--- src/rtl/sample_mul_arb_pkg.sv ---
// Shared types, default widths and the round-robin pick helper for sample_mul_arbiter.
package sample_mul_arb_pkg;

  localparam int unsigned DEF_NUM_REQ    = 4;
  localparam int unsigned DEF_A_WIDTH    = 6;
  localparam int unsigned DEF_B_WIDTH    = 11;
  localparam int unsigned DEF_P_WIDTH    = 11;
  localparam int unsigned DEF_MUL_STAGES = 2;
  localparam int unsigned DEF_ID_WIDTH   = 2;

  // Full product width and clamp limits for the default geometry.
  localparam int unsigned FULL_W = DEF_A_WIDTH + DEF_B_WIDTH + 1;
  localparam int          P_MAX  = (1 << (DEF_P_WIDTH - 1)) - 1;
  localparam int          P_MIN  = -(1 << (DEF_P_WIDTH - 1));

  // Widest supported requester count; the pick helper works on this width.
  localparam int unsigned MAX_REQ = 8;

  typedef struct packed {
    logic       found;
    logic [2:0] idx;
  } rr_pick_t;

  // First valid requester at or after ptr, wrapping within num requesters.
  function automatic rr_pick_t rr_pick(input logic [MAX_REQ-1:0] valid,
                                       input logic [2:0]         ptr,
                                       input int unsigned        num);
    rr_pick_t    r;
    int unsigned c;
    r = '0;
    for (int unsigned k = 0; k < MAX_REQ; k++) begin
      c = (32'(ptr) + k) % num;
      if (k < num && !r.found && valid[c[2:0]]) begin
        r.found = 1'b1;
        r.idx   = c[2:0];
      end
    end
    return r;
  endfunction

endpackage

--- src/rtl/sample_mul_arb_pipe.sv ---
// Shared multiply pipeline carrying {valid, id, product}; truncates the product
// to P_WIDTH bits at its output, or clamps it when SAMPLE_MUL_ARB_SAT_EN is defined.
module sample_mul_arb_pipe
  import sample_mul_arb_pkg::*;
#(
  parameter int unsigned A_WIDTH    = DEF_A_WIDTH,
  parameter int unsigned B_WIDTH    = DEF_B_WIDTH,
  parameter int unsigned P_WIDTH    = DEF_P_WIDTH,
  parameter int unsigned MUL_STAGES = DEF_MUL_STAGES,
  parameter int unsigned ID_WIDTH   = DEF_ID_WIDTH
) (
  input  logic                ap_clk,
  input  logic                ap_rst,
  input  logic                in_valid,
  input  logic [ID_WIDTH-1:0] in_id,
  input  logic [A_WIDTH-1:0]  in_a,
  input  logic [B_WIDTH-1:0]  in_b,
  output logic                rsp_valid,
  output logic [ID_WIDTH-1:0] rsp_id,
  output logic [P_WIDTH-1:0]  rsp_p,
  output logic                busy
);

  localparam int unsigned PROD_W = A_WIDTH + B_WIDTH + 1;

  logic signed [A_WIDTH:0]   a_ext;
  logic signed [B_WIDTH-1:0] b_sgn;
  logic signed [PROD_W-1:0]  prod;

  assign a_ext = {1'b0, in_a};
  assign b_sgn = in_b;
  assign prod  = a_ext * b_sgn;

  logic                       pre_v;
  logic [ID_WIDTH-1:0]        pre_id;
  logic signed [PROD_W-1:0]   pre_p;
  logic                       mid_busy;

  generate
    if (MUL_STAGES == 1) begin : g_direct
      assign pre_v    = in_valid;
      assign pre_id   = in_id;
      assign pre_p    = prod;
      assign mid_busy = 1'b0;
    end else begin : g_regs
      localparam int unsigned D = MUL_STAGES - 1;
      logic [D-1:0]             sv;
      logic [ID_WIDTH-1:0]      sid [D];
      logic signed [PROD_W-1:0] sp  [D];

      // Valid shift chain; cleared on reset so in-flight entries are dropped.
      always_ff @(posedge ap_clk) begin
        if (ap_rst) begin
          sv <= '0;
        end else begin
          sv[0] <= in_valid;
          for (int unsigned k = 1; k < D; k++) begin
            sv[k] <= sv[k-1];
          end
        end
      end

      // Payload shift chain; only meaningful where the matching valid bit is set.
      always_ff @(posedge ap_clk) begin
        sid[0] <= in_id;
        sp[0]  <= prod;
        for (int unsigned k = 1; k < D; k++) begin
          sid[k] <= sid[k-1];
          sp[k]  <= sp[k-1];
        end
      end

      assign pre_v    = sv[D-1];
      assign pre_id   = sid[D-1];
      assign pre_p    = sp[D-1];
      assign mid_busy = |sv;
    end
  endgenerate

  logic [P_WIDTH-1:0] fmt_p;

`ifdef SAMPLE_MUL_ARB_SAT_EN
  localparam logic signed [PROD_W-1:0] SAT_MAX =
    {{(PROD_W-P_WIDTH+1){1'b0}}, {(P_WIDTH-1){1'b1}}};
  localparam logic signed [PROD_W-1:0] SAT_MIN =
    {{(PROD_W-P_WIDTH+1){1'b1}}, {(P_WIDTH-1){1'b0}}};

  // Clamp the full product into the signed P_WIDTH range.
  always_comb begin
    if (pre_p > SAT_MAX) begin
      fmt_p = SAT_MAX[P_WIDTH-1:0];
    end else if (pre_p < SAT_MIN) begin
      fmt_p = SAT_MIN[P_WIDTH-1:0];
    end else begin
      fmt_p = pre_p[P_WIDTH-1:0];
    end
  end
`else
  logic unused_hi;

  // Wrap-around truncation: keep the low P_WIDTH bits.
  always_comb begin
    fmt_p     = pre_p[P_WIDTH-1:0];
    unused_hi = ^pre_p[PROD_W-1:P_WIDTH];
  end
`endif

  // Output stage; id/product hold their last values between results.
  always_ff @(posedge ap_clk) begin
    if (ap_rst) begin
      rsp_valid <= 1'b0;
      rsp_id    <= '0;
      rsp_p     <= '0;
    end else begin
      rsp_valid <= pre_v;
      if (pre_v) begin
        rsp_id <= pre_id;
        rsp_p  <= fmt_p;
      end
    end
  end

  assign busy = rsp_valid | mid_busy;

endmodule

--- src/rtl/sample_mul_arbiter.sv ---
// Round-robin arbiter sharing one pipelined unsigned x signed multiplier between
// NUM_REQ requesters. Define SAMPLE_MUL_ARB_SAT_EN for saturating results.
module sample_mul_arbiter
  import sample_mul_arb_pkg::*;
#(
  parameter int unsigned NUM_REQ    = DEF_NUM_REQ,
  parameter int unsigned A_WIDTH    = DEF_A_WIDTH,
  parameter int unsigned B_WIDTH    = DEF_B_WIDTH,
  parameter int unsigned P_WIDTH    = DEF_P_WIDTH,
  parameter int unsigned MUL_STAGES = DEF_MUL_STAGES,
  parameter int unsigned ID_WIDTH   = DEF_ID_WIDTH
) (
  input  logic                         ap_clk,
  input  logic                         ap_rst,
  input  logic [NUM_REQ-1:0]           req_valid,
  output logic [NUM_REQ-1:0]           req_ready,
  input  logic [NUM_REQ*A_WIDTH-1:0]   req_a,
  input  logic [NUM_REQ*B_WIDTH-1:0]   req_b,
  output logic                         rsp_valid,
  output logic [ID_WIDTH-1:0]          rsp_id,
  output logic [P_WIDTH-1:0]           rsp_p,
  output logic                         busy
);

  logic [ID_WIDTH-1:0] rr_ptr;
  logic [MAX_REQ-1:0]  valid_pad;
  logic [2:0]          ptr3;
  rr_pick_t            pick;
  logic                accept;
  logic [A_WIDTH-1:0]  sel_a;
  logic [B_WIDTH-1:0]  sel_b;
  logic [ID_WIDTH-1:0] sel_id;
  logic [ID_WIDTH-1:0] next_ptr;

  // Round-robin search starting at rr_ptr.
  always_comb begin
    valid_pad              = '0;
    valid_pad[NUM_REQ-1:0] = req_valid;
    ptr3                   = 3'(rr_ptr);
    pick                   = rr_pick(valid_pad, ptr3, NUM_REQ);
    accept                 = pick.found && !ap_rst;
    sel_id                 = ID_WIDTH'(pick.idx);
    next_ptr               = (pick.idx == 3'(NUM_REQ - 1)) ? '0 : ID_WIDTH'(pick.idx + 3'd1);
  end

  // One-hot grant and operand mux for the winning requester.
  always_comb begin
    req_ready = '0;
    sel_a     = '0;
    sel_b     = '0;
    for (int unsigned i = 0; i < NUM_REQ; i++) begin
      if (pick.idx == 3'(i)) begin
        req_ready[i] = accept;
        sel_a        = req_a[i*A_WIDTH +: A_WIDTH];
        sel_b        = req_b[i*B_WIDTH +: B_WIDTH];
      end
    end
  end

  // Advance the pointer past the requester just served.
  always_ff @(posedge ap_clk) begin
    if (ap_rst) begin
      rr_ptr <= '0;
    end else if (accept) begin
      rr_ptr <= next_ptr;
    end
  end

  sample_mul_arb_pipe #(
    .A_WIDTH    (A_WIDTH),
    .B_WIDTH    (B_WIDTH),
    .P_WIDTH    (P_WIDTH),
    .MUL_STAGES (MUL_STAGES),
    .ID_WIDTH   (ID_WIDTH)
  ) u_pipe (
    .ap_clk    (ap_clk),
    .ap_rst    (ap_rst),
    .in_valid  (accept),
    .in_id     (sel_id),
    .in_a      (sel_a),
    .in_b      (sel_b),
    .rsp_valid (rsp_valid),
    .rsp_id    (rsp_id),
    .rsp_p     (rsp_p),
    .busy      (busy)
  );

endmodule

--- config.mk ---
export PLATFORM = sky130hd
export DESIGN_NAME = sample_mul_arbiter
export DESIGN_NICKNAME = d
export VERILOG_FILES = /design/src/rtl/sample_mul_arb_pkg.sv /design/src/rtl/sample_mul_arb_pipe.sv /design/src/rtl/sample_mul_arbiter.sv
export SDC_FILE = /design/constraint.sdc
export NUM_CORES = 1
export LEC_CHECK = 0
export CELL_PAD_IN_SITES_DETAIL_PLACEMENT = 0
export CELL_PAD_IN_SITES_GLOBAL_PLACEMENT = 1
export CORE_MARGIN = 1
export CORE_UTILIZATION = 34
export CTS_BUF_LIST = sky130_fd_sc_hd__clkbuf_8 sky130_fd_sc_hd__clkbuf_16
export CTS_CLUSTER_SIZE = 28
export DETAILED_ROUTE_END_ITERATION = 8
export MAX_ROUTING_LAYER = met4
export PLACE_DENSITY_LB_ADDON = 0.1
export SYNTH_ARGS = -nofsm -noshare
export SYNTH_HDL_FRONTEND = slang
export SYNTH_SLANG_ARGS = --single-unit
--- constraint.sdc ---
create_clock -name ap_clk -period 8.17 [get_ports ap_clk]
set_input_delay 1.634 -clock ap_clk [delete_from_list [all_inputs] [get_ports ap_clk]]
set_output_delay 1.634 -clock ap_clk [all_outputs]
set_load 0.01 [all_outputs]
==> results.yml <==
status:
  run_status: "finished, final reports clean"
place:
  routabilityCongestion: 0.806
  place_ws_ps: 189
  dp_hpwl_um: 5840
  port_buffers: 92
synthesis:
  ys.flop_type: "dfxtp_1"
  syn-cell-area_mm2: 0.00294
  synth_top_area_cell: "dfxtp_1"
  syn_inst: 354
  yosys_warnings: 0
  synth_area_per_cell_um2: 8.31
  synth_top_area_share_pct: 20.4
  synth_seq_cells: 30
  syn_nets: 476
  synth_cell_types: 44
  synth_edf_count: 0
  synth_area_leaders: "dfxtp_1 (20%), fa_1 (16%), ha_1 (11%)"
  async_flop_share_pct: 0
  ys_seq_area_share_pct: 20.4
grt:
  overflow: 0
  grt_max_degree: 27
  first_global_vias: 2596
  grt_pass1_wl_um: 11700
  antenna_found_initial: 0
  grt_usage_pct: 17.0
layout:
  area_delta_synth_final_pct: 37.9
  nets: 568
  antennaDiodeCount: 0
  drive_gt1_share_pct: 5.82
  n_fill_cell: 851
setup_path:
  rr_worst_depth: 23
  cp_max_fo: 18
  timing.rr.end: "u_pipe.g_regs.sp[0][10]"
  worstSetupPathType: "input port to flop"
  worstSetupStartpointType: "input port"
  reg2reg_from: "rr_ptr[1]"
  cp-end-kind: "flop"
  crit_arrival_ps: 7720
  r2r_slack_ps: 1950
  required_ps: 8320
die:
  ios: 93
  die_h_um: 95.0
  core-area_mm2: 0.00830
  dieWidth_um: 95.0
  rows: 33
  start_util_pct: 35.4
  die_area_mm2: 0.00902
timing:
  rsz0062_at_grt: "false"
  clock_skew_ps: 4.16
  min_period_ps: 7570
  hold_violations: 0
  tns_ps: 0
  final.period_utilization_pct: 92.6
  relSlewSlack_pct: 46.0
  worst_slack_ps: 603
  slew_viol_final: 0
  fmax_mhz: 132
  setup_viol: 0
  tightest_slew_ps: 808
clock_network:
  cts_num_sinks: 30
  cts-root-buf: "clkbuf_8"
  cts-hold-fix-buffers: 0
  cts.path.max_buffers: 2
  clk_pin_slew_worst_paths_ps: 60
  clk_latency_ps: 270
  numCtsBuffers: 5
  cts_tree: "built"
  cts_max_level: 2
power:
  p_per_area_mw_per_mm2: 294
  irDropWorstVdd_v: 0.000133
  leakage_nw: 1.81
hold_path:
  min-delay-start: "u_pipe.g_regs.sp[0][9]"
  min_path_type: "flop to flop"
  min_to: "u_pipe.rsp_p[9]"
  holdPathStages: 2
drt:
  drt_iter0_markers: 81
  postRouteAntennaNets: 0
  wl_met3_um: 178
  vias_per_cell: 4.73
  top_layer: "met4"
  wire_per_inst_um: 12.5
  dr_total_vias: 2609
  first_pass_iters: 4
  wl_met2_um: 3360
  drc: 0
  drt-met1-wl_um: 3300
  totalWireLength_um: 6920
flow_run:
  cap_violations: 0
## synth_stat cells, types with 2 or more instances
cell      count
dfxtp_1      30
o22ai_1       2
or2_2         5
inv_1        41
buf_2         4
nor3_1        3
mux2i_1      15
clkbuf_1      4
fa_1         23
nor2_1       60
buf_4         2
nand2_1      20
buf_6         2
buf_1         3
a221oi_1      3
nand3b_1     10
and2_1        6
nor2b_1       6
o211ai_1      3
xnor3_1       3
a21oi_1      33
a22oi_1       3
o21a_1        2
o21ai_0      11
xnor2_1       8
ha_1         25
a21o_1        2
nand2b_1      8
xor2_1        2
## worst max-delay path: stages
cell	delay (ps)
clkdlybuf4s50_1	470
mux2i_1	150
nor2_1	50
nor3_1	460
inv_1	140
ha_1	460
nand3b_1	190
a21oi_1	80
a21oi_1	150
nor2_1	50
a21oi_1	470
nor2_1	150
fa_1	500
ha_1	290
inv_1	50
fa_1	550
inv_1	60
fa_1	480
ha_1	340
o21ai_0	120
a21boi_0	220
o21ai_0	130
a21oi_1	140
xnor3_1	390
## cells by family after synthesis
| family | count (synthesis) | share of synthesized area, % |
|---|---|---|
| XOR/XNOR | 13 | 5.28 |
| AND/OR/NAND/NOR | 122 | 19.4 |
| AO/OA/AOI/OAI | 69 | 14.9 |
| buffers and inverters | 57 | 8.60 |
| flip-flops | 30 | 20.4 |
| adder cells (fa/ha/maj) | 48 | 26.3 |
| multiplexers | 15 | 5.11 |
## cell type report
| cell class | instances | area [um^2] | area share, % |
|---|---|---|---|
| flip-flops and latches | 30 | 601 | 14.8 |
| well taps | 105 | 131 | 3.24 |
| clock inverters | 2 | 8.76 | 0.216 |
| multi-input cells | 267 | 2090 | 51.5 |
| clock buffers | 6 | 82.6 | 2.04 |
| repair buffers | 101 | 988 | 24.4 |
| inverters | 41 | 154 | 3.80 |
## state kept, by name, summed over array words and instances (netlist names)
name	flops
u_pipe.rsp_valid	1
u_pipe.rsp_p	11
u_pipe.g_regs.sid	2
rr_ptr	2
u_pipe.g_regs.sv	1
u_pipe.g_regs.sp	11
u_pipe.rsp_id	2
## worst max-delay path by stage
stage          slack [ps]    startpoint                 endpoint
5_1_grt                30  req_valid[0]  u_pipe.g_regs.sp[0][10]
6_report              600  req_valid[0]  u_pipe.g_regs.sp[0][10]
3_3_place_gp          320  req_valid[0]  u_pipe.g_regs.sp[0][10]
3_5_place_dp          190  req_valid[0]  u_pipe.g_regs.sp[0][10]
2_1_floorplan        1290  req_valid[2]  u_pipe.g_regs.sp[0][10]
4_1_cts               490  req_valid[0]  u_pipe.g_regs.sp[0][10]
## where the power goes
group	switching, W	total, W	leakage (nW)	internal [W]
clock network	0.0000513	0.000118	0.0524	0.0000665
registers	0.0000161	0.000214	0.249	0.000198
logic	0.000437	0.000861	1.51	0.000424
total	0.000505	0.00119	1.81	0.000688
## cell usage in the layout, fill, tap and decap left out, types with 2 or more instances in the layout
| cell | instances |
|---|---|
| inv_1 | 42 |
| fa_1 | 23 |
| xnor3_1 | 3 |
| nor2_1 | 60 |
| o211ai_1 | 3 |
| xor2_1 | 2 |
| nor3_1 | 3 |
| buf_4 | 9 |
| or2_2 | 5 |
| a22oi_1 | 3 |
| a21o_1 | 2 |
| a221oi_1 | 3 |
| o22ai_1 | 2 |
| o21a_1 | 2 |
| ha_1 | 24 |
| clkbuf_8 | 6 |
| a21oi_1 | 33 |
| clkdlybuf4s50_1 | 92 |
| and2_1 | 6 |
| o21ai_0 | 11 |
| dfxtp_1 | 30 |
| xnor2_1 | 8 |
| mux2i_1 | 15 |
| nand3b_1 | 10 |
| nand2_1 | 20 |
| nand2b_1 | 8 |
| nor2b_1 | 6 |
## per-stage QoR
step                      total power [W]  instances  hold WS [ps]  utilization, %  area (um^2)
after global placement            0.00107        544           448            47.7         3960
after detailed placement          0.00108        544           457            47.7         3960
after global routing              0.00134        552           478            48.9         4060
after floorplan                  0.000870        354           440               -         2940
after CTS                         0.00121        552           467            48.8         4050
final                             0.00119        552           463            48.9         4060
## per-layer routing
| layer | global-route usage (%) | vias to the layer above |
|---|---|---|
| li1 | - | 1349 |
| met1 | 21.0 | 1193 |
| met2 | 30.0 | 60 |
| met3 | 1.45 | 7 |
| met4 | 3.79 | 0 |
| met5 | - | - |
## what timing repair did
item | 4_1_cts | 5_1_grt
setup endpoints to repair | 0 | 1
endpoints found under the hold margin | 0 | 0
buffers inserted | 0 | 0
resized for setup | 0 | 1
Power figures use the tool's default switching activity.
